**src/rtl/cpu_sequencer.sv**
```systemverilog
// cpu_sequencer: multi-cycle fetch/decode/exec/mem/writeback control FSM for the RV32 core,
// owning the PC and halting on debug traps, misaligned jump targets or a memory watchdog.
module cpu_sequencer #(
    parameter logic [31:0] RESET_PC    = 32'h0000_0000,
    parameter int          MEM_TIMEOUT = 255
) (
    input  logic        clk,
    input  logic        reset,
    output logic        mem_req,
    output logic        mem_we,
    output logic [31:0] mem_addr,
    input  logic        mem_ready,
    input  logic [31:0] mem_rdata,
    output logic [31:0] instr,
    input  logic        dec_mem_load,
    input  logic        dec_mem_store,
    input  logic        dec_write_en,
    input  logic        dec_jump_en,
    input  logic [1:0]  dec_debug,
    input  logic [31:0] imm,
    input  logic [31:0] alu_result,
    output logic [31:0] pc,
    output logic [31:0] pc_plus4,
    output logic [31:0] load_data,
    output logic [1:0]  rf_wsel,
    output logic        rf_we,
    output logic        halted,
    output logic [1:0]  status
);
    localparam logic [2:0] FETCH  = 3'd0;
    localparam logic [2:0] DECODE = 3'd1;
    localparam logic [2:0] EXEC   = 3'd2;
    localparam logic [2:0] MEM    = 3'd3;
    localparam logic [2:0] WB     = 3'd4;
    localparam logic [2:0] HALT   = 3'd5;
    localparam logic [15:0] WAIT_LAST = 16'(MEM_TIMEOUT - 1);

    logic [2:0]  state;
    logic [15:0] wait_cnt;
    logic [31:0] target;
    logic        take;
    logic        misaligned;

    // reset gates the request combinationally so an in-flight access is dropped at once
    assign mem_req    = (state == FETCH || state == MEM) && !reset;
    assign mem_we     = state == MEM && dec_mem_store;
    assign mem_addr   = state == MEM ? alu_result : pc;
    assign pc_plus4   = pc + 32'd4;
    assign take       = dec_jump_en && (dec_write_en || alu_result[0]);
    assign target     = take ? pc + imm : pc_plus4;
    assign misaligned = take && target[1];
    assign rf_we      = state == WB && dec_write_en && !misaligned;
    assign rf_wsel    = dec_mem_load ? 2'b01 : (dec_write_en && dec_jump_en) ? 2'b10 : 2'b00;
    assign halted     = state == HALT;

    always_ff @(posedge clk or posedge reset) begin
        if (reset) begin
            state     <= FETCH;
            pc        <= RESET_PC;
            instr     <= '0;
            load_data <= '0;
            wait_cnt  <= '0;
            status    <= 2'b00;
        end else begin
            wait_cnt <= '0;
            case (state)
                FETCH, MEM: begin
                    if (mem_ready) begin
                        if (state == FETCH) instr <= mem_rdata;
                        else if (dec_mem_load) load_data <= mem_rdata;
                        state <= state == FETCH ? DECODE : WB;
                    end else if (wait_cnt == WAIT_LAST) begin
                        state  <= HALT;
                        status <= 2'b11;
                    end else begin
                        wait_cnt <= wait_cnt + 16'd1;
                    end
                end
                DECODE: state <= EXEC;
                EXEC: begin
                    if (dec_debug != 2'b00) begin
                        state  <= HALT;
                        status <= dec_debug == 2'b01 ? 2'b01 : 2'b10;
                    end else begin
                        state <= (dec_mem_load || dec_mem_store) ? MEM : WB;
                    end
                end
                WB: begin
                    if (misaligned) begin
                        state  <= HALT;
                        status <= 2'b10;
                    end else begin
                        pc    <= target;
                        state <= FETCH;
                    end
                end
                default: state <= HALT;
            endcase
        end
    end
endmodule

```
**config.mk**
```make
export PLATFORM = sky130hd
export DESIGN_NAME = cpu_sequencer
export DESIGN_NICKNAME = d
export VERILOG_FILES = /design/src/rtl/cpu_sequencer.sv
export SDC_FILE = /design/constraint.sdc
export NUM_CORES = 1
export LEC_CHECK = 0
export BUFFER_PORTS_ARGS = -buffer_cell sky130_fd_sc_hd__buf_2
export CORE_UTILIZATION = 51
export CTS_CLUSTER_DIAMETER = 60
export DETAILED_ROUTE_END_ITERATION = 16
export GPL_ROUTABILITY_DRIVEN = 0
export MAX_ROUTING_LAYER = met4
export PLACE_DENSITY = 0.92
export SYNTH_ARGS = -nofsm -noshare
export SYNTH_HDL_FRONTEND = slang
export SYNTH_SLANG_ARGS = --single-unit
```
**constraint.sdc**
```tcl
create_clock -name clk -period 4.9 [get_ports clk]
set_input_delay 0.98 -clock clk [delete_from_list [all_inputs] [get_ports clk]]
set_output_delay 0.98 -clock clk [all_outputs]
set_load 0.01 [all_outputs]
```
---- Word-level counts from Yosys, hierarchy flattened ----
Index checks and enable logic that the tools add are counted.
cells by class
  add/subtract/negate cells ............... 3
  equal/unequal tests ..................... 12
  mux-type cells .......................... 20
  bitwise gates (word level) .............. 2
  reduce and logical (&&, ||, !) cells .... 20
operators by type and width
  operator               number
  $mux 32                2
  $mux 16                3
  $add 32x3->32 const B  1
  $add 32x32->32         1
  $mux 3                 6
  $add 16x1->16 const B  1
  $eq 16x8->1 const B    1
  $mux 2                 7
  $pmux 3 s4             1
  $ne 2x2->1 const B     4
  $logic_and 1x1->1      7
  $eq 3x2->1 const B     2
  $eq 3x3->1 const B     2
  $pmux 2 s3             1
  $reduce_and 5->1       1
  $reduce_and 4->1       1
  $eq 3x1->1 const B     1
  $logic_not 3->1        1
  $logic_or 1x1->1       3
  $ne 3x3->1 const B     1
  $reduce_and 3->1       1
  $reduce_bool 3->1      1
  $eq 2x1->1 const B     1
  $logic_not 1->1        2
  4 further kinds        5
storage, ports and cells
  bits in registers ....................... 117
  output and inout bits ................... 168

---- Longest topological paths before layout ----
  depth in word-level cells ............... 6
  gate-level depth with buffers ........... 11

---- Worst setup path after synthesis ----
Ideal clock, no wire load.
  path type ............................... input port to output port
  from .................................... input port reset
  to ...................................... output port mem_req
  arrival ................................. 3.819 ns
  required time ........................... 3.920 ns
  slack ................................... 0.101 ns
  cell stages on the path ................. 2
  cells stage by stage .................... inv_1 > and2_1
on the way
  word-level cells in the longest chain between the ends .. 2
ends and longest elaborated chain
  item                              RTL line  source
  start, declared                   8         input logic reset,
  $logic_not 1->1 (no source line)  n/a
  $logic_and 1x1->1                 45        assign mem_req = (state == FETCH || state == MEM) && !reset;
  end, declared                     9         output logic mem_req,
Every way passes these cells.

---- Worst setup path in the final report ----
  from .................................... register pc[4]
  to ...................................... output port pc_plus4[21]
on the way
  word-level cells in the longest chain between the ends .. 1
ends and longest elaborated chain
  item                    RTL line  source
  start, declared         22        output logic [31:0] pc,
  start signal, assigned  93        pc <= target;
  $add 32x3->32           48        assign pc_plus4 = pc + 32'd4;
  end, declared           23        output logic [31:0] pc_plus4,
Every way passes these cells.

==> load_flow_metrics.sql <==
INSERT INTO impl_metrics (metric_group, metric, value, unit) VALUES
('outcome', 'run_status', 'complete, no violations', ''),
('global_routing', 'globalRouteTotalUtil', '29.9', '%'),
('clock_tree', 'ctsHoldBuffers', '0', ''),
('layout', 'drive_gt1_share', '39.6', '%'),
('floorplanning', 'dieArea', '15500', 'um2'),
('critical_path', 'arrival_time_at_the_worst_endpoint', '2.78', 'ns'),
('routing', 'drt-initial-drc-count', '613', ''),
('clock_tree', 'clkLatencyLatePin', '0.42', 'ns'),
('timing', 'post-route-min-period', '3.76', 'ns'),
('yosys', 'ys_ff_latch', '117', ''),
('global_routing', 'grt_max_degree', '61', ''),
('clock_tree', 'ctsRootBufferMaster', 'sky130_fd_sc_hd__clkbuf_16', ''),
('yosys', 'post_synth_num_cell_types', '67', ''),
('routing', 'routed-via-count', '7493', ''),
('layout', 'area_growth_syn_to_layout', '27.4', '%'),
('timing', 'fin_setup_tns', '0', 'ns'),
('clock_tree', 'cts-root-to-sink-buffers', '2', ''),
('floorplanning', 'die_width', '124', 'um'),
('routing', 'dr_wl_met2', '11100', 'um'),
('min_path', 'hp-class', 'flop to flop', ''),
('timing', 'hold_violations', '0', ''),
('power', 'internal_power', '3830', 'uW'),
('clock_tree', 'post_cts_buffers', '0', ''),
('power', 'power.clock.fraction', '19.8', '%'),
('yosys', 'synth.yosys.seq_area_share', '38.3', '%'),
('clock_tree', 'ctsHtreeMaxLevel', '4', ''),
('power', 'switching_share', '42.6', '%'),
('timing', 'slew_viol_final', '0', ''),
('critical_path', 'cp_max_fo', '10', ''),
('yosys', 'synth_nets', '939', ''),
('power', 'seq_power_share', '28.0', '%'),
('yosys', 'dominantRegCellSynth', 'sky130_fd_sc_hd__dfrtp_1', ''),
('global_routing', 'grt_overflow', '0', ''),
('timing', 'rsz0062_at_grt', 'no', ''),
('layout', 'num_antenna_cells', '0', ''),
('run', 'maxcap_violations', '0', ''),
('clock_tree', 'clock-sinks', '117', ''),
('global_routing', 'antenna_violations_before_repair', '0', ''),
('floorplanning', 'floorplan.core_area', '14600', 'um2'),
('placement', 'port-buffer-count', '272', ''),
('floorplanning', 'boundaryPins', '273', ''),
('clock_tree', 'tritoncts', 'yes', ''),
('power', 'ir_worst_vdd', '0.330', 'mV'),
('timing', 'skew', '0.00706', 'ns'),
('power', 'power-per-cell-area', '685', 'nW/um2'),
('timing', 'fmax', '266', 'MHz'),
('routing', 'routed-wl-met3', '1660', 'um'),
('layout', 'layout.cells.most_common', 'sky130_fd_sc_hd__buf_2', ''),
('critical_path', 'timing.critical_path.required', '3.92', 'ns'),
('floorplanning', 'effective_utilization_at_floorplan', '52.4', '%'),
('timing', 'worstMarginPinSlew', '0.997', 'ns'),
('routing', 'highest-signal-layer', 'met4', ''),
('floorplanning', 'placementRows', '44', ''),
('power', 'design_power_total', '6670', 'uW'),
('clock_tree', 'clock_buffers_created_by_tritoncts', '17', ''),
('clock_tree', 'cts_resized', '0', ''),
('routing', 'drt_pass1_iterations', '5', ''),
('critical_path', 'critical_path.endpoint_type', 'primary output', ''),
('routing', 'drt-total-wl', '22800', 'um'),
('yosys', 'synth_edf_count', '0', ''),
('timing', 'final-setup-viol-count', '0', ''),
('routing', 'detail_route.drc_violations', '0', ''),
('timing', 'share_of_the_clock_period_used_by_the_worst_path', '76.6', '%'),
('yosys', 'synthesized_area', '7640', 'um2'),
('clock_tree', 'cts.clk_slew.worst_paths', '0.05', 'ns'),
('global_routing', 'grt_pass1_vias', '7070', ''),
('global_routing', 'global_route_wire_length_before_repair', '36000', 'um'),
('yosys', 'synthesis.yosys.warnings', '0', ''),
('layout', 'nets', '1194', ''),
('layout', 'n_fill_cell', '1096', ''),
('placement', 'placed_cell_areas', '9110', 'um2');
flip-flops by register name, indices dropped and copies added (netlist names):
register	flops
instr	32
pc	32
state	3
status	2
wait_cnt	16
load_data	32
critical path, cell delays in order, from the launching register on:
cell and delay, ns:
sky130_fd_sc_hd__dfrtp_1 0.54, sky130_fd_sc_hd__nand4_1 0.20, sky130_fd_sc_hd__nor2_1 0.30, sky130_fd_sc_hd__and4_1 0.50, sky130_fd_sc_hd__and3_1 0.27, sky130_fd_sc_hd__nand3_1 0.10, sky130_fd_sc_hd__xnor2_1 0.27, sky130_fd_sc_hd__buf_2 0.19
worst paths after layout:
check	start	endpoint	slack [ns]	cells after the start
setup / recovery	pc[4]	pc_plus4[21]	1.14	7
hold / removal	instr[0]	instr[0]	0.50	1
setup reg to reg	pc[8]	pc[25]	2.02	9
hold reg to reg	instr[0]	instr[0]	0.50	1
max in group asynchronous	reset	pc[7]	2.94	3
min in group asynchronous	reset	load_data[24]	0.68	2
logic make-up (layout without fill, tap and decap cells):
group / count (synthesis) / after routing / share of synthesized area (%)
compound gates: 170 / 170 / 14.6
xor+xnor: 65 / 65 / 7.45
fa+ha+maj: 35 / 35 / 5.83
buf+inv: 60 / 328 / 3.26
flops: 117 / 117 / 38.3
mux: 97 / 97 / 14.3
simple gates: 255 / 255 / 16.3
cells in the mapped netlist, types with 6 or more instances:
cell                       instances  area [um2]
sky130_fd_sc_hd__dfrtp_1         117        2930
sky130_fd_sc_hd__mux2_2           96        1080
sky130_fd_sc_hd__nor2_1           72         270
sky130_fd_sc_hd__nand2_1          66         248
sky130_fd_sc_hd__a21oi_1          52         260
sky130_fd_sc_hd__xnor2_1          40         350
sky130_fd_sc_hd__ha_1             34         425
sky130_fd_sc_hd__nand3_1          30         150
sky130_fd_sc_hd__o21ai_0          29         145
sky130_fd_sc_hd__xor2_1           25         219
sky130_fd_sc_hd__clkbuf_1         24        90.1
sky130_fd_sc_hd__inv_1            18        67.6
sky130_fd_sc_hd__nand4_1          16         100
sky130_fd_sc_hd__a21o_1           12        90.1
sky130_fd_sc_hd__and3_1           12        75.1
sky130_fd_sc_hd__nor3_1           12        60.1
sky130_fd_sc_hd__o21ai_1          11        55.1
sky130_fd_sc_hd__and2_1           10        62.6
sky130_fd_sc_hd__a31oi_1           9        56.3
sky130_fd_sc_hd__buf_2             8        40.0
sky130_fd_sc_hd__and4_1            7        61.3
sky130_fd_sc_hd__o22ai_1           7        43.8
sky130_fd_sc_hd__a211oi_1          6        45.0
sky130_fd_sc_hd__nor2b_1           6        37.5
through the flow:
step	hold slack (ns)	setup slack [ns]	utilization, %	cells
finish	0.502	1.14	66.7	1251
global route	0.511	0.980	66.7	1251
CTS	0.504	1.16	66.7	1251
detailed placement	0.490	1.49	62.5	1219
global placement	0.480	1.50	62.5	1219
floorplan	0.473	0.101	-	799
metal layers:
metal | vias up | track usage (%)
li1 | 3391 | -
met1 | 3604 | 36.7
met2 | 415 | 47.3
met3 | 83 | 5.88
met4 | 0 | 14.7
met5 | - | -
power by group through the flow:
| stage | Sequential [uW] | Combinational, uW | Clock, uW |
|---|---|---|---|
| after floorplan | 1890 | 2180 | 0 |
| after global placement | 1820 | 3330 | 0 |
| after detailed placement | 1870 | 3430 | 0 |
| after CTS | 1860 | 3450 | 1330 |
| after global routing | 1930 | 3740 | 1370 |
| final | 1870 | 3480 | 1320 |
cell type report:
class	instances	area [um2]	area share, %
multi-input combinational	622	4480	46.0
clock buffer	20	447	4.59
inverter	18	70.1	0.720
sequential	117	2930	30.1
clock inverter	12	176	1.81
tap	184	230	2.36
timing repair buffer	278	1410	14.4
Power figures use the tool's default switching activity.
